File: config.mk
export PLATFORM = sky130hd
export DESIGN_NAME = rf_writeback_scoreboard_flat
export DESIGN_NICKNAME = d
export VERILOG_FILES = /design/src/rtl/rf_writeback_scoreboard_pkg.sv /design/src/rtl/rf_writeback_scoreboard_if.sv /design/src/rtl/rf_writeback_scoreboard_addr_cmp.sv /design/src/rtl/rf_writeback_scoreboard.sv /design/src/flat_wrapper.sv
export SDC_FILE = /design/constraint.sdc
export NUM_CORES = 1
export LEC_CHECK = 0
export CAP_MARGIN = 10
export CORE_MARGIN = 8
export CORE_UTILIZATION = 42
export CTS_CLUSTER_SIZE = 30
export DETAILED_ROUTE_END_ITERATION = 7
export PLACE_DENSITY = 0.66
export SKIP_LAST_GASP = 1
export SLEW_MARGIN = 30
export SYNTH_ARGS = -nofsm -noshare
export SYNTH_HDL_FRONTEND = slang
export SYNTH_SLANG_ARGS = --single-unit
export TNS_END_PERCENT = 100
File: constraint.sdc
create_clock -name CLK -period 4.9 [get_ports CLK]
set_clock_uncertainty 0.05 [all_clocks]
set_input_delay 0.49 -clock CLK [delete_from_list [all_inputs] [get_ports CLK]]
set_output_delay 0.49 -clock CLK [all_outputs]
set_load 0.02 [all_outputs]
File: src/rtl/rf_writeback_scoreboard_pkg.sv
// Shared defaults and source-slot indices for the RF writeback scoreboard.
package rf_writeback_scoreboard_pkg;

  localparam int ADDR_W_DEF   = 5;
  localparam int DEPTH_DEF    = 4;
  localparam int FWD_DIST_DEF = 1;
  localparam int CNT_W_DEF    = 16;

  // Bit positions of the three operand sources within SRC_USE and the hit vectors.
  localparam int SRC_A = 0;
  localparam int SRC_B = 1;
  localparam int SRC_C = 2;
  localparam int N_SRC = 3;

endpackage

File: src/rtl/rf_writeback_scoreboard_if.sv
// Issue/writeback bus between decode, the scoreboard and the RF write port.
interface rf_writeback_scoreboard_if #(
  parameter int ADDR_W = 5,
  parameter int CNT_W  = 16
);
  logic              ENABLE;
  logic              ISSUE_VALID;
  logic              ISSUE_WE;
  logic [ADDR_W-1:0] ISSUE_D;
  logic [ADDR_W-1:0] ISSUE_A;
  logic [ADDR_W-1:0] ISSUE_B;
  logic [ADDR_W-1:0] ISSUE_C;
  logic [2:0]        SRC_USE;
  logic              STALL;
  logic              FWD_HIT;
  logic              WB_EN;
  logic [ADDR_W-1:0] WB_ADDR;
  logic [2:0]        INFLIGHT;
  logic [CNT_W-1:0]  STALL_CNT;

  // Decode side: presents instructions, observes hazards and writeback.
  modport master (
    output ENABLE, ISSUE_VALID, ISSUE_WE, ISSUE_D, ISSUE_A, ISSUE_B, ISSUE_C, SRC_USE,
    input  STALL, FWD_HIT, WB_EN, WB_ADDR, INFLIGHT, STALL_CNT
  );

  // Scoreboard side.
  modport slave (
    input  ENABLE, ISSUE_VALID, ISSUE_WE, ISSUE_D, ISSUE_A, ISSUE_B, ISSUE_C, SRC_USE,
    output STALL, FWD_HIT, WB_EN, WB_ADDR, INFLIGHT, STALL_CNT
  );
endinterface

File: src/rtl/rf_writeback_scoreboard_addr_cmp.sv
// Per-stage comparator: which used sources read the address held in this stage.
// Hits are reported per source so the top can pick the youngest producer per operand.
module rf_addr_cmp
  import rf_writeback_scoreboard_pkg::*;
#(
  parameter int ADDR_W = ADDR_W_DEF
) (
  input  logic              v,
  input  logic [ADDR_W-1:0] addr,
  input  logic [ADDR_W-1:0] src_a,
  input  logic [ADDR_W-1:0] src_b,
  input  logic [ADDR_W-1:0] src_c,
  input  logic [2:0]        src_use,
  output logic [2:0]        src_hit
);

  // A source hits only when the stage holds a live writer and the source is actually read.
  always_comb begin
    src_hit        = '0;
    src_hit[SRC_A] = v & src_use[SRC_A] & (addr == src_a);
    src_hit[SRC_B] = v & src_use[SRC_B] & (addr == src_b);
    src_hit[SRC_C] = v & src_use[SRC_C] & (addr == src_c);
  end

endmodule

File: src/rtl/rf_writeback_scoreboard.sv
// Tracks RF destinations through the DSP pipe: drives RF writeback, flags
// forwardable sources and stalls issue on RAW hazards beyond forwarding reach.
module rf_writeback_scoreboard
  import rf_writeback_scoreboard_pkg::*;
#(
  parameter int ADDR_W   = ADDR_W_DEF,
  parameter int DEPTH    = DEPTH_DEF,
  parameter int FWD_DIST = FWD_DIST_DEF,
  parameter int CNT_W    = CNT_W_DEF
) (
  input  logic                     CLK,
  input  logic                     RESET,
  rf_writeback_scoreboard_if.slave bus
);

  logic [DEPTH-1:0]  v_reg;
  logic [DEPTH-1:0]  v_next;
  logic [ADDR_W-1:0] addr_reg  [DEPTH];
  logic [ADDR_W-1:0] addr_next [DEPTH];
  logic [2:0]        hit       [DEPTH];
  logic [2:0]        fwd_src;
  logic [2:0]        older_src;
  logic [2:0]        stall_src;
  logic              stall;
  logic              fwd_hit;
  logic              wb_en;
  logic              entry_v;
  logic [2:0]        inflight_reg;
  logic [2:0]        inflight_next;
  logic [CNT_W-1:0]  stall_cnt_reg;

  generate
    for (genvar gi = 0; gi < DEPTH; gi++) begin : g_cmp
      rf_addr_cmp #(.ADDR_W(ADDR_W)) u_cmp (
        .v       (v_reg[gi]),
        .addr    (addr_reg[gi]),
        .src_a   (bus.ISSUE_A),
        .src_b   (bus.ISSUE_B),
        .src_c   (bus.ISSUE_C),
        .src_use (bus.SRC_USE),
        .src_hit (hit[gi])
      );
    end
  endgenerate

  // Per-source hazard trees: a hit inside forwarding reach is always younger than
  // any hit beyond it, so it shadows older duplicates of the same destination.
  always_comb begin
    fwd_src   = '0;
    older_src = '0;
    for (int i = 0; i < DEPTH; i++) begin
      if (i < FWD_DIST) fwd_src   = fwd_src | hit[i];
      else              older_src = older_src | hit[i];
    end
  end

  assign stall_src = older_src & ~fwd_src;
  assign stall     = bus.ISSUE_VALID & (|stall_src);
  assign fwd_hit   = bus.ISSUE_VALID & (|fwd_src) & ~stall;

  // Retiring entry writes the RF only on an advancing, non-reset cycle.
  assign wb_en = bus.ENABLE & ~RESET & v_reg[DEPTH-1];

  assign bus.STALL     = stall;
  assign bus.FWD_HIT   = fwd_hit;
  assign bus.WB_EN     = wb_en;
  assign bus.WB_ADDR   = wb_en ? addr_reg[DEPTH-1] : '0;
  assign bus.INFLIGHT  = inflight_reg;
  assign bus.STALL_CNT = stall_cnt_reg;

  // Stalled or non-writing issues enter the pipe as bubbles.
  assign entry_v = bus.ISSUE_VALID & bus.ISSUE_WE & ~stall;

  // Next pipe contents: shift one stage when the pipe advances, otherwise hold.
  always_comb begin
    v_next = v_reg;
    for (int i = 0; i < DEPTH; i++) addr_next[i] = addr_reg[i];
    if (bus.ENABLE) begin
      v_next       = {v_reg[DEPTH-2:0], entry_v};
      addr_next[0] = bus.ISSUE_D;
      for (int i = 1; i < DEPTH; i++) addr_next[i] = addr_reg[i-1];
    end
  end

  // Occupancy of the pipe as it will stand after this edge.
  always_comb begin
    inflight_next = '0;
    for (int i = 0; i < DEPTH; i++) inflight_next = inflight_next + 3'(v_next[i]);
  end

  // Pipe state, occupancy and saturating stall counter.
  always_ff @(posedge CLK) begin
    if (RESET) begin
      v_reg         <= '0;
      inflight_reg  <= '0;
      stall_cnt_reg <= '0;
      for (int i = 0; i < DEPTH; i++) addr_reg[i] <= '0;
    end else begin
      v_reg        <= v_next;
      inflight_reg <= inflight_next;
      for (int i = 0; i < DEPTH; i++) addr_reg[i] <= addr_next[i];
      if (bus.ENABLE && stall && (stall_cnt_reg != '1)) stall_cnt_reg <= stall_cnt_reg + 1'b1;
    end
  end

endmodule
File: src/flat_wrapper.sv
// flat-port wrapper written by rule: the top's interface ports become plain ports
module rf_writeback_scoreboard_flat import rf_writeback_scoreboard_pkg::*;
#(
  parameter int ADDR_W   = ADDR_W_DEF,
  parameter int DEPTH    = DEPTH_DEF,
  parameter int FWD_DIST = FWD_DIST_DEF,
  parameter int CNT_W    = CNT_W_DEF
)
  (CLK, RESET, bus_ENABLE, bus_ISSUE_VALID, bus_ISSUE_WE, bus_ISSUE_D, bus_ISSUE_A, bus_ISSUE_B, bus_ISSUE_C, bus_SRC_USE, bus_STALL, bus_FWD_HIT, bus_WB_EN, bus_WB_ADDR, bus_INFLIGHT, bus_STALL_CNT);
  rf_writeback_scoreboard_if #(.ADDR_W(ADDR_W), .CNT_W(CNT_W)) bus_i ();
  input  logic CLK;
  input  logic RESET;
  input wire logic [$bits(bus_i.ENABLE)-1:0] bus_ENABLE;
  input wire logic [$bits(bus_i.ISSUE_VALID)-1:0] bus_ISSUE_VALID;
  input wire logic [$bits(bus_i.ISSUE_WE)-1:0] bus_ISSUE_WE;
  input wire logic [$bits(bus_i.ISSUE_D)-1:0] bus_ISSUE_D;
  input wire logic [$bits(bus_i.ISSUE_A)-1:0] bus_ISSUE_A;
  input wire logic [$bits(bus_i.ISSUE_B)-1:0] bus_ISSUE_B;
  input wire logic [$bits(bus_i.ISSUE_C)-1:0] bus_ISSUE_C;
  input wire logic [$bits(bus_i.SRC_USE)-1:0] bus_SRC_USE;
  output wire logic [$bits(bus_i.STALL)-1:0] bus_STALL;
  output wire logic [$bits(bus_i.FWD_HIT)-1:0] bus_FWD_HIT;
  output wire logic [$bits(bus_i.WB_EN)-1:0] bus_WB_EN;
  output wire logic [$bits(bus_i.WB_ADDR)-1:0] bus_WB_ADDR;
  output wire logic [$bits(bus_i.INFLIGHT)-1:0] bus_INFLIGHT;
  output wire logic [$bits(bus_i.STALL_CNT)-1:0] bus_STALL_CNT;
  assign bus_i.ENABLE = bus_ENABLE;
  assign bus_i.ISSUE_VALID = bus_ISSUE_VALID;
  assign bus_i.ISSUE_WE = bus_ISSUE_WE;
  assign bus_i.ISSUE_D = bus_ISSUE_D;
  assign bus_i.ISSUE_A = bus_ISSUE_A;
  assign bus_i.ISSUE_B = bus_ISSUE_B;
  assign bus_i.ISSUE_C = bus_ISSUE_C;
  assign bus_i.SRC_USE = bus_SRC_USE;
  assign bus_STALL = bus_i.STALL;
  assign bus_FWD_HIT = bus_i.FWD_HIT;
  assign bus_WB_EN = bus_i.WB_EN;
  assign bus_WB_ADDR = bus_i.WB_ADDR;
  assign bus_INFLIGHT = bus_i.INFLIGHT;
  assign bus_STALL_CNT = bus_i.STALL_CNT;
  rf_writeback_scoreboard #(.ADDR_W(ADDR_W), .DEPTH(DEPTH), .FWD_DIST(FWD_DIST), .CNT_W(CNT_W)) u_core (.CLK(CLK), .RESET(RESET), .bus(bus_i));
endmodule
==> results of run 1 <==
==> synth_stat cells (all sizes together) <==
library cell	instances
clkbuf	14
xor2	36
and2	5
ha	3
and3	3
inv	7
mux2i	22
o31ai	7
nor4	11
nor2b	11
or4	6
dfxtp	43
or3	6
nor3	5
o21ai	4
xnor2	24
mux2	8
nor2	37
o311a	1
nand3	9
fa	1
nor3b	1
a31oi	3
a41o	1
nand4	15
a21oi	9
buf	9
nand2	5
==> stage by stage <==
step	worst slack [ns]	total power (uW)
finish	1.40	691
global route	1.22	727
CTS	1.41	700
detailed placement	1.31	474
global placement	1.35	474
floorplan	2.10	431
==> metal layers <==
layer,wire (um),up-vias,track usage (%)
met3,411,10,3.15
met2,3160,74,25.4
met1,3100,1050,19.5
li1,-,1143,-
met5,0,-,0
met4,92,0,5.12
==> cell families after synthesis <==
kind of cell,after synthesis,synth area share [%]
xor gates and xnor gates,60,19.7
AOI/OAI and AO/OA,25,6.53
buffers and inverters,30,5.12
adders and majority gates,4,2.16
and+or+nand+nor,114,22.5
DFF,43,32.3
muxes,30,11.6
==> final cells by class <==
| cell class | count | share of cell area, % |
|---|---|---|
| multi-input cells | 233 | 50.5 |
| flip-flops and latches | 43 | 26.0 |
| repair buffers | 58 | 17.2 |
| well taps | 77 | 2.91 |
| clock buffers | 6 | 2.19 |
| inverters | 7 | 0.794 |
| clock inverters | 2 | 0.378 |
==> worst max-delay path by stage <==
stage,from,end,slack [ns]
global placement,bus_ISSUE_A[3],u_core.bus.INFLIGHT[1],1.35
CTS,bus_ISSUE_A[3],bus_STALL,1.41
finish,bus_ISSUE_C[4],bus_STALL,1.40
floorplan,bus_ISSUE_C[2],u_core.bus.INFLIGHT[1],2.10
detailed placement,bus_ISSUE_A[3],u_core.bus.INFLIGHT[1],1.31
global route,bus_ISSUE_A[3],bus_STALL,1.22
==> where the power goes <==
group / total (uW) / internal (uW) / switching, uW
clock: 225 / 99.7 / 125
combinational: 99.2 / 52.0 / 47.1
sequential: 367 / 355 / 11.8
==> worst max-delay path: cells and delay by family <==
family          cells  cell delay, ns
compound gates      2            0.33
simple gates        2            0.53
buf+inv             4            1.41
xor+xnor            1            0.20
==> results by stage, run 1 <==
Min path:
- The source of the worst hold timing path is u_core.bus.STALL_CNT[15].
- The path class of the tightest hold or removal check is reg2reg.
- The terminating pin of the worst hold path is u_core.bus.STALL_CNT[15].
- Counting instances, the worst hold path has a depth of 2.

Finish:
- The layout has 605 filler cells.
- The number of nets at the end of the flow is 380.
- After routing the design area is 3310 um2.
- Measured on the finished design, the core utilization comes to 53.0%.
- The most common library cell in the layout ignoring fill and taps is sky130_fd_sc_hd__clkdlybuf4s50_1.
- The total area of multi-input combinational cells is 1670 um2.
- Relative to the synthesized area, the layout overhead comes to 24.3%.
- The register with the most flip-flops in the layout has 20 of them.
- For this run, the number of standard cells in the final layout without fillers is 426.
- In the layout the commonest cells are sky130_fd_sc_hd__clkdlybuf4s50_1, sky130_fd_sc_hd__dfxtp_1, sky130_fd_sc_hd__nor2_1.
- The number of antenna diodes in the final layout is 0.
- In the final layout, the share of cells above drive strength 1 is 6.02%.
- In the final layout, flip-flops and latches occupy 861 um2.

CTS:
- The clock net in this run drives a total of 43 sinks.
- The CTS buffer count is 5.
- The number of hold buffers added after cts is 0.
- Clock latency on the worst-skew pair, taken at its later pin, is 0.30 ns.
- The tree is rooted in a sky130_fd_sc_hd__clkbuf_8.
- The clock tree buffer depth is 2.
- The post-CTS clock slew at the launch and capture registers of the worst setup and hold paths is 0.08 ns.
- TritonCTS built the clock tree.
- The total of cells resized after clock tree synthesis is 0.
- The H-tree was split into 2 levels.
- Once the clock tree was built, the setup fixing pass inserted 0 buffers.

Placed design:
- Routability-driven placement finished with a final weighted congestion of 0.957.
- The area of placed instances is 3230 um2.
- The final HPWL from detailed placement is 5060 um.
- The number of buffers inserted by port buffering is 54.
- The count of placed standard cells including taps is 418.

Global routing:
- The initial antenna violation count is 0.
- The number of global-route vias before repair is 2221.
- The first-pass GRT wire length is 11200 um.
- The global route total overflow is 0.
- Global routing consumed, over all layers together, 15.4% of the routing resources.
- The largest net degree at the start of global routing is 52.

STA:
- Hold is met by 0.461 ns.
- The post-layout minimum cycle time is 3.50 ns.
- The highest achievable clock rate is 0.286 GHz.
- For the pin with the worst max-slew slack, the measured transition is 0.703 ns.
- Setup repair after global routing left no endpoint under its margin.
- The hold violation total from the final report is 0.
- In this run the tightest slew margin relative to its limit is 53.0%.
- The number of endpoints failing setup at the final stage is 0.
- After layout, the worst path uses 71.4% of the clock period.
- The max-slew violation count is 0.
- The sum of negative setup slack is 0 ns.

Setup path:
- The data required time of the worst path is 4.36 ns.
- The critical-path maximum fanout is 26.
- The data arrival time of the worst path is 2.96 ns.
- The critical register-to-register path startpoint is u_core.addr_reg[0][19].
- Measured in cells, the most critical reg-to-reg path has a length of 12.
- The category of the worst setup path launch point is a primary input.
- The largest incremental delay on the critical path is 0.60 ns.
- Traced cell by cell, the critical path runs through clkdlybuf4s50_1 > xor2_1 > nor4_1 > nand4_1 > a31oi_2 > o31ai_2 > buf_4 > inv_1 > clkdlybuf4s50_1.
- The largest individual stage delay along the critical path comes from the cell sky130_fd_sc_hd__clkdlybuf4s50_1.
- The worst setup path is captured at an output pin.
- By instance count, the cell type seen most on the critical path is sky130_fd_sc_hd__clkdlybuf4s50_1.
- The setup check on the worst reg-to-reg path leaves a slack of 1.90 ns.
- The terminus of the critical flop-to-flop path is u_core.bus.INFLIGHT[1].
- The critical path is of the in2out type.

Synth:
- The Yosys step of the flow raised 0 warnings.
- The post-synthesis average cell area is 8.71 um2.
- When the netlist entered floorplanning its net count stood at 338.
- The number of standard cells after synthesis is 306.
- Summing every instance area after synthesis gives 2660 um2.
- Sequential elements use 32.3% of the synthesized area.
- The top cell type by area accounts for 32.3% of the synthesized area.
- In this run, distinct cell masters in the synthesized netlist total 35.
- The post-synthesis sequential element count is 43.
- The dominant cell type by area after synthesis is sky130_fd_sc_hd__dfxtp_1.
- In the post-synthesis netlist, the biggest area contributors are sky130_fd_sc_hd__dfxtp_1, sky130_fd_sc_hd__xor2_1, sky130_fd_sc_hd__mux2i_1.

Floorplan:
- For this configuration, the core starts out at a cell density of 42.7%.
- After floorplanning, the core was divided into 29 placement rows.
- The I/O pin count is 55.
- The die is 95.6 um tall.
- The core region is 6240 um2.
- The die footprint is 9150 um2.
- From left edge to right edge, the die measures 95.6 um.

Run:
- The max capacitance violation total is 0.

Status:
- The run finished with clean final reports.

Power and ir drop:
- Summed over all cells, the static leakage comes to 0.00128 uW.
- The maximum resistive drop on vdd is 0.126 mV.
- The power per standard cell area is 209 nW/um2.

Route:
- In this run the remaining antenna-violating nets after routing total 0.
- Dividing the detail-routed wire length by the instance count gives 15.9 um.
- The via total after detailed routing is 2277.
- The final layout contains routed wiring with a total length of 6760 um.
- The post-route DRC violation count is 0.
- The number of violations reported at the end of detailed-routing iteration 0 is 94.
- The first detailed-routing pass ran for 4 iterations.
- Dividing the detail-routed via count by the number of cells gives 5.35.
(Power assumes the default switching activity.)
==> run 2: changes to the inputs <==
Settings changed: PLACE_DENSITY 0.66 to 0.68.
Clock period 4.9 ns to 2.9 ns, I/O delays scaled along.
==> run 2 against run 1 <==
Worst setup slack lost 1.3 ns. Clock power is 120% higher. Final cell count grew 6.1%. Worst hold slack got worse by 0.011 ns. Global-route usage is 0.58 points higher. Critical path depth grew 4. Core utilization rose by 5.2 points. Count of clock-buffer cells in the layout unchanged. Sequential power rose by 69%. Via count up 5.4%. Wire length grew 5.5%. Largest power group unchanged. Highest routed layer unchanged.
==> results by stage, run 2 (synthesis results as in run 1) <==
Status:
- The run finished with clean final reports.

Global routing:
- The largest net degree at the start of global routing is 51.
- The global route total overflow is 0.
- The number of global-route vias before repair is 2447.
- The global router's overall resource usage is 16.0%.
- The first-pass GRT wire length is 11600 um.
- The initial antenna violation count is 0.

CTS:
- The number of sinks handled by clock tree synthesis is 43.
- The number of hold buffers added after cts is 0.
- In this run the number of H-tree levels came out at 2.
- The clock tree buffer depth is 2.
- The insertion delay to the later sink of the worst-skew pair is 0.29 ns.
- TritonCTS created 5 clock buffers.
- TritonCTS built the clock tree.
- The cell chosen for the clock root is sky130_fd_sc_hd__clkbuf_8.
- After clock tree synthesis, the clock-pin slew on the worst setup and hold paths is 0.08 ns.

STA:
- The max-slew violation count is 0.
- The transition at the pin with the smallest max-transition slack is 0.508 ns.
- The post-layout minimum cycle time is 2.83 ns.
- Setup repair after global routing could not meet its margin everywhere.
- Based on the critical path, the design can be clocked at up to 0.353 GHz.
- The hold violation total from the final report was 0.
- The worst max-slew margin expressed relative to the limit is 66.1%.
- The number of endpoints failing setup at the final stage is 0.
- Dividing the final minimum period by the clock period gives 97.6%.

Placed design:
- Detailed placement finished with a half-perimeter wire length of 5450 um.
- The number of buffers inserted by port buffering is 54.
- In this run the cell area measured after placement is 3410 um2.
- Routability-driven placement finished with a final weighted congestion of 0.948.

Finish:
- The number of nets at the end of the flow is 406.
- The relative area change from synthesis to final layout is 36.4%.
- After routing the design area is 3630 um2.
- Cells fill 58.2% of the core in the end.
- In the layout the commonest cells are sky130_fd_sc_hd__clkdlybuf4s50_1, sky130_fd_sc_hd__nor2_1, sky130_fd_sc_hd__xor2_1.
- The layout cell share with drive strength beyond 1 is 16.8%.
- Registers take 873 um2.
- The filler cells instantiated in the layout total 588.
- The number of flip-flops in the largest register is 20.
- The multi-input combinational cells in the finished layout cover a total of 1720 um2.
- The repair_antennas step left the layout with diodes totalling 0.
- The most common library cell in the layout ignoring fill and taps is sky130_fd_sc_hd__clkdlybuf4s50_1.

Route:
- The via total after detailed routing is 2400.
- In this run the remaining antenna-violating nets after routing total 0.
- Using the TritonRoute via totals, the vias-per-cell ratio works out to 5.31.
- The sum of routed wire length over all layers is 7140 um.
- After detailed routing, the number of remaining DRC violations is 0.
- Dividing the detail-routed wire length by the instance count gives 15.8 um.
- The pre-antenna-repair detailed-routing pass consisted of 4 iterations.
- The number of violations reported at the end of detailed-routing iteration 0 is 85.

Floorplan:
- The die outline height is 95.6 um.
- The area inside the core boundary is 6240 um2.
- Measured along the x axis, the die boundary spans 95.6 um.
- The die footprint is 9150 um2.
- The site row count is 29.
- The I/O pin count is 55.
- The initial utilization of the core area, before any placement, comes to 42.7%.

Setup path:
- The critical path in this run is classified as in2reg.
- The endpoint identified for the worst register-to-register timing path is u_core.bus.INFLIGHT[1].
- The critical register-to-register path startpoint is u_core.addr_reg[0][19].
- The worst setup path is captured at a flop.
- The critical-path maximum fanout is 2.
- Measured in cells, the most critical reg-to-reg path has a length of 12.
- In this run the register-to-register setup slack is 0.08 ns.
- The category of the worst setup path launch point is a primary input.
- The data arrival time of the worst path is 2.95 ns.
- The data required time of the worst path is 3.02 ns.

Power and ir drop:
- IR analysis of the VDD net gives a maximum drop of 0.223 mV.
- The power per standard cell area is 356 nW/um2.
- Summed over all cells, the static leakage comes to 0.00159 uW.

Run:
- The tool flagged a number of max-cap violations equal to 0.

Min path:
- The number of cells traversed by the worst hold path is 2.
- The terminating pin of the worst hold path is u_core.bus.STALL_CNT[15].
- The worst min-delay path class is reg2reg.
- The worst hold path begins at u_core.bus.STALL_CNT[15].
## run 2: cell count changes in the layout (fill, tap and decap cells not counted), moves of 3 or more
cell / change
sky130_fd_sc_hd__dfxtp_2: +10
sky130_fd_sc_hd__nor4_2: +3
sky130_fd_sc_hd__buf_4: +26
sky130_fd_sc_hd__dlymetal6s2s_1: +14
sky130_fd_sc_hd__clkdlybuf4s50_1: -15
sky130_fd_sc_hd__dfxtp_1: -10
sky130_fd_sc_hd__nor4_1: -3
## run 2: metal layers
layer | vias to the layer above | part of all wire [%] | global-route usage [%]
met4 | 0 | 1.4 | 5.89
met1 | 1128 | 44 | 18.8
met3 | 8 | 5.7 | 3.78
met5 | - | 0 | 0
met2 | 70 | 49 | 27.4
li1 | 1194 | - | -
## run 2: worst max path at each step
stage	from	to	slack [ns]
after detailed placement	bus_ISSUE_B[1]	u_core.bus.INFLIGHT[1]	-0.48
after global placement	bus_ISSUE_B[1]	u_core.bus.INFLIGHT[1]	-0.45
after CTS	bus_ISSUE_C[0]	bus_STALL	-0.11
after global routing	bus_ISSUE_C[2]	u_core.bus.INFLIGHT[1]	-0.07
after floorplan	u_core.addr_reg[0][6]	u_core.bus.INFLIGHT[1]	0.23
final	bus_ISSUE_C[2]	u_core.bus.INFLIGHT[1]	0.07
## run 2: final cells by class
class                      count  area share, %
inverter                       7          0.723
clock inverter                 2          0.965
sequential                    43           24.0
timing repair buffer          84           22.0
tap                           77           2.65
multi-input combinational    233           47.3
clock buffer                   6           2.27
## run 2: through the flow
step / power [uW] / worst slack [ns] / hold WS [ns] / std cells / TNS (ns)
6_report: 1290 / 0.0691 / 0.451 / 452 / 0
5_1_grt: 1350 / -0.0745 / 0.486 / 452 / -0.0745
4_1_cts: 1310 / -0.108 / 0.455 / 451 / -0.212
3_5_place_dp: 819 / -0.478 / 0.443 / 443 / -1.29
3_3_place_gp: 817 / -0.446 / 0.431 / 443 / -1.17
2_1_floorplan: 728 / 0.232 / 0.388 / 306 / 0
## run 2: critical path: stages
cell and delay (ns):
sky130_fd_sc_hd__clkdlybuf4s50_1 0.45, sky130_fd_sc_hd__xor2_1 0.16, sky130_fd_sc_hd__nor4_1 0.32, sky130_fd_sc_hd__nand4_1 0.16, sky130_fd_sc_hd__a31oi_2 0.18, sky130_fd_sc_hd__nor3_2 0.08
sky130_fd_sc_hd__a41o_1 0.25, sky130_fd_sc_hd__ha_1 0.27, sky130_fd_sc_hd__inv_1 0.04, sky130_fd_sc_hd__fa_1 0.35, sky130_fd_sc_hd__inv_1 0.06, sky130_fd_sc_hd__ha_1 0.21
sky130_fd_sc_hd__nor2b_1 0.12
## run 2: power breakdown
part,internal (uW),switching (uW)
Clock,279,205
Sequential,601,18.3
Combinational,99.8,89.5
## run 2: what timing repair did
action,in CTS,in global routing
setup endpoints to repair,3,5
endpoints found under the hold margin,0,0
buffers inserted,0,1
resized for setup,2,30
pin swaps,0,9
cloned,0,0
==> run 3: changes to the inputs <==
Settings changed: CAP_MARGIN 10 to not set.
==> results of run 3 <==
Final layout, timing and power as in run 2 (identical DEF).
